## src/rtl/program_loader_if.sv

```systemverilog
// Byte-stream input, instruction-memory write port and CPU status for the program loader.
interface program_loader_if #(
  parameter int unsigned ADDR_W = 5
) ();

  // Load control
  logic              start;
  logic [5:0]        num_words;

  // Upstream byte stream
  logic              byte_valid;
  logic [7:0]        byte_data;
  logic              byte_ready;

  // Instruction-memory write port
  logic [ADDR_W-1:0] mem_addr;
  logic [31:0]       mem_data;
  logic              mem_we;

  // CPU status
  logic              cpu_hold;
  logic              done;

  // Drives the stream and control, observes the loader
  modport master (
    output start,
    output num_words,
    output byte_valid,
    output byte_data,
    input  byte_ready,
    input  mem_addr,
    input  mem_data,
    input  mem_we,
    input  cpu_hold,
    input  done
  );

  // The loader itself
  modport slave (
    input  start,
    input  num_words,
    input  byte_valid,
    input  byte_data,
    output byte_ready,
    output mem_addr,
    output mem_data,
    output mem_we,
    output cpu_hold,
    output done
  );

endinterface

```

## src/rtl/program_loader.sv

```systemverilog
// Program loader: assembles a big-endian byte stream into 32-bit words and writes them to
// instruction memory, holding the CPU until the requested number of words has landed.
module program_loader #(
  parameter int unsigned ADDR_W    = 5,
  parameter int unsigned MEM_WORDS = 32
) (
  input  logic               clock,
  input  logic               reset_n,
  program_loader_if.slave    bus
);

  // Word counts need one more bit than the address so a full-depth load does not wrap to 0
  localparam int unsigned      CntW     = ADDR_W + 1;
  localparam logic [CntW-1:0]  MaxCount = CntW'(MEM_WORDS);
  localparam logic [CntW-1:0]  CntOne   = CntW'(1);

  typedef enum logic [1:0] {
    StIdle,
    StRecv,
    StWrite,
    StDone
  } state_e;

  state_e state_q, state_d;

  logic [CntW-1:0]   count_q, count_d;
  logic [CntW-1:0]   word_idx_q, word_idx_d;
  logic [1:0]        byte_idx_q, byte_idx_d;
  logic [23:0]       shift_q, shift_d;
  logic [ADDR_W-1:0] addr_q, addr_d;
  logic [31:0]       data_q, data_d;

  logic [CntW-1:0]   eff_count;
  logic              start_ok;
  logic              xfer;
  logic              last_byte;
  logic              last_word;

  // Clamp the requested word count to the memory depth
  always_comb begin
    if (32'(bus.num_words) > MEM_WORDS) begin
      eff_count = MaxCount;
    end else begin
      eff_count = CntW'(bus.num_words);
    end
  end

  // Handshake and position decode shared by the FSM and the datapath
  always_comb begin
    start_ok  = bus.start && ((state_q == StIdle) || (state_q == StDone));
    xfer      = (state_q == StRecv) && bus.byte_valid;
    last_byte = (byte_idx_q == 2'd3);
    last_word = (word_idx_q == (count_q - CntOne));
  end

  // FSM state register
  always_ff @(posedge clock or negedge reset_n) begin
    if (!reset_n) begin
      state_q <= StIdle;
    end else begin
      state_q <= state_d;
    end
  end

  // FSM next state
  always_comb begin
    state_d = state_q;
    unique case (state_q)
      StIdle, StDone: begin
        if (bus.start) begin
          state_d = (eff_count == '0) ? StDone : StRecv;
        end
      end
      StRecv: begin
        if (bus.byte_valid && last_byte) begin
          state_d = StWrite;
        end
      end
      StWrite: begin
        state_d = last_word ? StDone : StRecv;
      end
      default: state_d = StIdle;
    endcase
  end

  // FSM outputs: all decoded straight from state so reset forces them immediately
  always_comb begin
    bus.byte_ready = (state_q == StRecv);
    bus.mem_we     = (state_q == StWrite);
    bus.done       = (state_q == StDone);
    bus.cpu_hold   = (state_q != StDone);
  end

  // Datapath next state: counters, byte packing and the held write address/data
  always_comb begin
    count_d    = count_q;
    word_idx_d = word_idx_q;
    byte_idx_d = byte_idx_q;
    shift_d    = shift_q;
    addr_d     = addr_q;
    data_d     = data_q;

    if (start_ok) begin
      count_d    = eff_count;
      word_idx_d = '0;
      byte_idx_d = '0;
    end

    if (xfer) begin
      byte_idx_d = byte_idx_q + 2'd1;
      shift_d    = {shift_q[15:0], bus.byte_data};
      // Capture the finished word here so it is presented during the following write cycle
      if (last_byte) begin
        data_d = {shift_q, bus.byte_data};
        addr_d = word_idx_q[ADDR_W-1:0];
      end
    end

    if ((state_q == StWrite) && !last_word) begin
      word_idx_d = word_idx_q + CntOne;
    end
  end

  // Datapath registers
  always_ff @(posedge clock or negedge reset_n) begin
    if (!reset_n) begin
      count_q    <= '0;
      word_idx_q <= '0;
      byte_idx_q <= '0;
      shift_q    <= '0;
      addr_q     <= '0;
      data_q     <= '0;
    end else begin
      count_q    <= count_d;
      word_idx_q <= word_idx_d;
      byte_idx_q <= byte_idx_d;
      shift_q    <= shift_d;
      addr_q     <= addr_d;
      data_q     <= data_d;
    end
  end

  assign bus.mem_addr = addr_q;
  assign bus.mem_data = data_q;

`ifndef SYNTHESIS
  // Each word is written exactly once
  a_we_single : assert property (@(posedge clock) disable iff (!reset_n)
    bus.mem_we |=> !bus.mem_we);

  // Bytes are never accepted while a word is being written
  a_no_ready_in_write : assert property (@(posedge clock) disable iff (!reset_n)
    !(bus.byte_ready && bus.mem_we));

  // The CPU is released only once the load is complete
  a_done_releases : assert property (@(posedge clock) disable iff (!reset_n)
    bus.done |-> !bus.cpu_hold);

  // The word index stays inside the latched count during a load
  a_idx_in_range : assert property (@(posedge clock) disable iff (!reset_n)
    ((state_q == StRecv) || (state_q == StWrite)) |-> (word_idx_q < count_q));
`endif

endmodule

```

## src/flat_wrapper.sv

```systemverilog
// flat-port wrapper written by rule: the top's interface ports become plain ports
module program_loader_flat 
#(
  parameter int unsigned ADDR_W    = 5,
  parameter int unsigned MEM_WORDS = 32
)
  (clock, reset_n, bus_start, bus_num_words, bus_byte_valid, bus_byte_data, bus_byte_ready, bus_mem_addr, bus_mem_data, bus_mem_we, bus_cpu_hold, bus_done);
  program_loader_if #(.ADDR_W(ADDR_W)) bus_i ();
  input  logic clock;
  input  logic reset_n;
  input wire logic [$bits(bus_i.start)-1:0] bus_start;
  input wire logic [$bits(bus_i.num_words)-1:0] bus_num_words;
  input wire logic [$bits(bus_i.byte_valid)-1:0] bus_byte_valid;
  input wire logic [$bits(bus_i.byte_data)-1:0] bus_byte_data;
  output wire logic [$bits(bus_i.byte_ready)-1:0] bus_byte_ready;
  output wire logic [$bits(bus_i.mem_addr)-1:0] bus_mem_addr;
  output wire logic [$bits(bus_i.mem_data)-1:0] bus_mem_data;
  output wire logic [$bits(bus_i.mem_we)-1:0] bus_mem_we;
  output wire logic [$bits(bus_i.cpu_hold)-1:0] bus_cpu_hold;
  output wire logic [$bits(bus_i.done)-1:0] bus_done;
  assign bus_i.start = bus_start;
  assign bus_i.num_words = bus_num_words;
  assign bus_i.byte_valid = bus_byte_valid;
  assign bus_i.byte_data = bus_byte_data;
  assign bus_byte_ready = bus_i.byte_ready;
  assign bus_mem_addr = bus_i.mem_addr;
  assign bus_mem_data = bus_i.mem_data;
  assign bus_mem_we = bus_i.mem_we;
  assign bus_cpu_hold = bus_i.cpu_hold;
  assign bus_done = bus_i.done;
  program_loader #(.ADDR_W(ADDR_W), .MEM_WORDS(MEM_WORDS)) u_core (.clock(clock), .reset_n(reset_n), .bus(bus_i));
endmodule
```

## config.mk

```make
export PLATFORM = sky130hd
export DESIGN_NAME = program_loader_flat
export DESIGN_NICKNAME = d
export VERILOG_FILES = /design/src/rtl/program_loader_if.sv /design/src/rtl/program_loader.sv /design/src/flat_wrapper.sv
export SDC_FILE = /design/constraint.sdc
export NUM_CORES = 1
export LEC_CHECK = 0
export ABC_CLOCK_PERIOD_IN_PS = 1900
export CORE_UTILIZATION = 45
export CTS_BUF_LIST = sky130_fd_sc_hd__clkbuf_16
export DETAILED_ROUTE_END_ITERATION = 10
export PLACE_DENSITY_LB_ADDON = 0.2
export SLEW_MARGIN = 20
export SYNTH_ARGS = -nofsm -noshare
export SYNTH_HDL_FRONTEND = slang
export SYNTH_SLANG_ARGS = --single-unit
```

## constraint.sdc

```tcl
create_clock -name clock -period 1.9 [get_ports clock]
set_input_delay 0.19 -clock clock [delete_from_list [all_inputs] [get_ports clock]]
set_output_delay 0.19 -clock clock [all_outputs]
set_load 0.03 [all_outputs]
```

Word-level counts from Yosys, hierarchy flattened
Cells that the tools add are included.
{"block": "totals", "reg_bits": 77, "input_bits": 18, "out_inout_bits": 41, "word_cells": 42}
{"block": "classes", "n_addsub": 3, "magnitude_cmp": 1, "eq_ne": 8, "mux": 10, "reduce_logical": 13}
{"operator": "$mux W6", "count": 3}
{"operator": "$mux W2", "count": 6}
{"operator": "$add A6 B1 Y6 const B", "count": 1}
{"operator": "$eq A2 B2 Y1 const B", "count": 3}
{"operator": "$eq A6 B6 Y1", "count": 1}
{"operator": "$gt A6 B6 Y1 const B", "count": 1}
{"operator": "$logic_not A6 Y1", "count": 1}
{"operator": "$pmux W2 S3", "count": 1}
{"operator": "$sub A6 B1 Y6 const B", "count": 1}
{"operator": "$logic_and A1 B1 Y1", "count": 4}
{"operator": "$ne A2 B2 Y1 const B", "count": 2}
{"operator": "$reduce_and A2 Y1", "count": 2}
{"operator": "$reduce_bool A2 Y1", "count": 2}
{"operator": "$add A2 B1 Y2 const B", "count": 1}
{"operator": "$eq A2 B1 Y1 const B", "count": 1}
{"operator": "$logic_not A2 Y1", "count": 1}
{"operator": "$ne A2 B1 Y1 const B", "count": 1}
{"operator": "$reduce_or A2 Y1", "count": 1}
{"operator": "$logic_not A1 Y1", "count": 1}
{"operator": "$logic_or A1 B1 Y1", "count": 1}

Logic depth before layout (Yosys ltp)
{"block": "depth", "depth_word": 6, "ltp_mapped": 7, "mapped_depth_nobuf": 7}

Least setup slack after synthesis
No wires, ideal clock.
{"block": "synth_timing", "path_type": "register -> register", "startpoint": "register u_core.count_q[0]", "endpoint": "register u_core.word_idx_q[2]", "setup_time_ns": 0.091, "arrival_time_ns": 1.988, "required_time_ns": 1.809, "setup_slack_ns": -0.178, "path_stages_with_launch": 8, "n_path_buf": 1, "period_less_slack_ns": 2.078, "path_cell_list": "dfrtp_1 > inv_1 > ha_1 > xnor2_1 > or4_1 > buf_2 > o31a_1 > o221ai_1"}
{"block": "synth_via", "elab_chain_len": 5}
{"item": "start: declaration", "line_no": "program_loader.sv:26", "rtl": "logic [CntW-1:0] count_q, count_d;"}
{"item": "start signal: assignment", "line_no": "program_loader.sv:134", "rtl": "count_q <= count_d;"}
{"item": "$sub A6 B1 Y6 (*)", "line_no": "program_loader.sv:53", "rtl": "last_word = (word_idx_q == (count_q - CntOne));"}
{"item": "$eq A6 B6 Y1 (*)", "line_no": "program_loader.sv:53"}
{"item": "$logic_not A1 Y1 (*)", "line_no": "program_loader.sv:119", "rtl": "if ((state_q == StWrite) && !last_word) begin"}
{"item": "$logic_and A1 B1 Y1 (*)", "line_no": "program_loader.sv:119"}
{"item": "$mux W6 or $reduce_bool A2 Y1 (tied branches)"}
{"item": "end signal: assignment", "line_no": "program_loader.sv:135", "rtl": "word_idx_q <= word_idx_d;"}
{"item": "end: declaration", "line_no": "program_loader.sv:27", "rtl": "logic [CntW-1:0] word_idx_q, word_idx_d;"}
Mark *: on every way between the ends. The rest lies on a longest branch, timed or not.
A chain may end at the register's enable or synchronous reset.

Worst setup path after layout
{"block": "layout_timing", "startpoint": "register u_core.count_q[1]", "endpoint": "register u_core.word_idx_q[3]"}
The elaborated chain is that of the path after synthesis.

==> run summary <==
status - finished, violations left
failing checks - negative setup slack
# H-tree levels - 3
clock skew - 3.51 ps
Ant. Diodes - 0
DRC marker count from the first detailed-route iteration - 68
chip height - 86.9 um
Area Growth Syn to Fin - 39.7%
WP data required - 2130 ps
Post-Synthesis Cells - 242
Worst Path Arrival - 2180 ps
RSZ-0062 raised after global routing - true
leakage dissipation - 2.04 nW
final worst slack - -50.3 ps
min Tclk post-route - 1950 ps
top cells by area, synth - dfrtp_1, mux2_2, ha_1
commonest cells in the netlist - dfrtp_1, mux2_2, nand2_1
global-route usage over all layers - 17.9%
Longest Clk Path Bufs - 2
Post-Syn Area per Cell - 13.4 sq um
R2R setup slack - -50 ps
Starting Density - 47.2%
placed insts - 404
routed vias - 2,159
sequential fraction of the synthesis area - 59.4%
Final nets - 353
Tcrit/Tclk final - 103%
Met2 Wirelength - 3220 um
drt via density - 5.03
max_slew headroom - 71.0%
TritonCTS buffer count - 9
Placer Congestion - 0.820
Syn Nets - 267
Critical Path Source Type - flop
Post-synth EDFFs - 0
most common cell in the synthesized netlist - dfrtp_1
fillers - 541
Site Rows - 30
first-pass GRT wire length - 10,300 um
IO Pins - 59
R2R cell count - 9
drt first pass iters - 4
Total Routed Length - 6260 um
Setup Viol. Count Final - 4
DRT antenna net count - 0
worst slew pin tran - 435 ps
CTS Root Cell - clkbuf_16
#FFs+latches synth - 77
fmax - 513 MHz
Max Cap Violations - 0
Fin. Hold Viols - 0
reg-to-reg startpoint - u_core.count_q[1]
DRC - 0
Cell Pwr Density - 1760 nW/um^2
CP most frequent cell - buf_4
dpl hpwl - 4190 um
Finished Layout Cells - 429
core area - 6870 sq um
warnings from Yosys - 0
crit-path cells - inv_2 > ha_4 > buf_4 > buf_4 > nand3b_1 > nand3_2 > o22ai_4 > o31a_1 > o221ai_1
Slew Limit Fails - 0
Worst VDD drop - 0.985 mV
CTS tree - done
Async S/R FF share, synth - 100%
grt ovf - 0
Die ar. - 7550 sq um
largest net degree at the start of global routing - 46
crit path launch - u_core.count_q[1]
share of the synthesized area in the top cell type - 59.4%
Setup crit end kind - flop
number of global-route vias before repair - 2,125
Syn Std Cell Area - 3240 sq um
Crit Reg-Reg Endpoint - u_core.word_idx_q[3]
wire length per cell - 14.6 um
Highest Signal Layer - met4
layout cell share with drive strength beyond 1 - 33.6%
worst hold path class - input port to async pin
area used by multi-input combinational logic - 1320 sq um
initial antenna violation count - 0
Hold Slack - 355 ps
Post-synth top flop - dfrtp_1
area leader, netlist - dfrtp_1
Clock Sinks - 77
Netlist cell types - 34
Metal-1 WL - 2660 um
crit path max fanout - 5
Die W - 86.9 um
Worst-path clk slew - 60 ps
Pwr Total - 0.00798 W
port bufs - 58
Seq. cell area - 1930 sq um
Crit-path slowest cell - dfrtp_1
met3 wire len - 274 um
critical path's largest stage delay - 400 ps
Worst-Skew Late Latency - 330 ps
crit path kind - flop to flop
Setup TNS Final - -132 ps
[placed cells by master, fill, tap and decap left out, types with 4 or more instances in the layout]
| cell type | count |
|---|---|
| xnor2_1 | 4 |
| a21oi_1 | 4 |
| buf_4 | 20 |
| nand2_1 | 14 |
| mux2_2 | 59 |
| clkbuf_16 | 9 |
| dfrtp_1 | 77 |
| inv_1 | 12 |
| clkdlybuf4s50_1 | 54 |
| o21ai_0 | 9 |
| ha_1 | 6 |
| nand3b_1 | 5 |
| nand3_1 | 6 |
[sequential cells by signal, indices dropped and copies added (netlist names)]
signal,flops
u_core.bus.mem_addr,5
u_core.bus.mem_data,32
u_core.byte_idx_q,2
u_core.count_q,6
u_core.shift_q,24
u_core.state_q,2
u_core.word_idx_q,6
[logic make-up (layout without fill, tap and decap cells)]
family | count (synthesis) | after routing | synth area share, %
DFF | 77 | 77 | 59.4
xor gates and xnor gates | 7 | 7 | 1.89
AOI/OAI and AO/OA | 27 | 27 | 5.48
and+or+nand+nor | 43 | 43 | 7.06
buffers and inverters | 20 | 111 | 2.35
adders and majority gates | 7 | 7 | 2.70
muxes | 61 | 61 | 21.1
[worst max path at each step]
| stage | endpoint | depth (start not counted) |
|---|---|---|
| floorplan | u_core.word_idx_q[2] | 7 |
| global placement | u_core.word_idx_q[2] | 6 |
| detailed placement | u_core.word_idx_q[2] | 6 |
| CTS | u_core.word_idx_q[3] | 6 |
| global route | u_core.word_idx_q[5] | 6 |
| finish | u_core.word_idx_q[3] | 9 |
[worst max-delay path: cells and delay by family (launching register included)]
kind | cells | cell delay (ps)
buffers and inverters | 3 | 330
adder cells (fa/ha/maj) | 1 | 170
AO/OA/AOI/OAI | 3 | 690
AND/OR/NAND/NOR | 2 | 270
flip-flops | 1 | 400
[repair_timing]
action,CTS,global route
hold buffers,1,0
endpoints found under the setup margin,10,7
hold endpoints to repair,32,0
resized for setup,9,6
buffers inserted,4,4
pin swaps,2,3
[metal layers]
| layer | GRT usage [%] | up-vias |
|---|---|---|
| met1 | 22.5 | 1065 |
| li1 | - | 1032 |
| met5 | 0 | - |
| met4 | 8.18 | 0 |
| met3 | 4.55 | 7 |
| met2 | 29.3 | 55 |
[power breakdown]
group	switching, W	leakage (nW)	internal (W)
sequential	0.000437	0.985	0.00231
combinational	0.00171	0.904	0.00174
clock	0.000642	0.150	0.00114
[through the flow]
stage / area (sq um) / util [%] / setup slack [ps]
3_3_place_gp: 4080 / 59.4 / -86.0
2_1_floorplan: 3260 / - / -31.1
4_1_cts: 4470 / 65.1 / -66.8
6_report: 4530 / 66.0 / -50.3
5_1_grt: 4530 / 66.0 / -89.1
3_5_place_dp: 4080 / 59.4 / -132
[layout make-up]
| cell class | count | share of cell area (%) |
|---|---|---|
| sequential | 77 | 42.5 |
| multi-input combinational | 145 | 29.1 |
| timing repair buffer | 82 | 17.6 |
| clock buffer | 9 | 4.97 |
| tap | 96 | 2.65 |
| clock inverter | 7 | 2.02 |
| inverter | 13 | 1.08 |
Power figures use the tool's default switching activity.
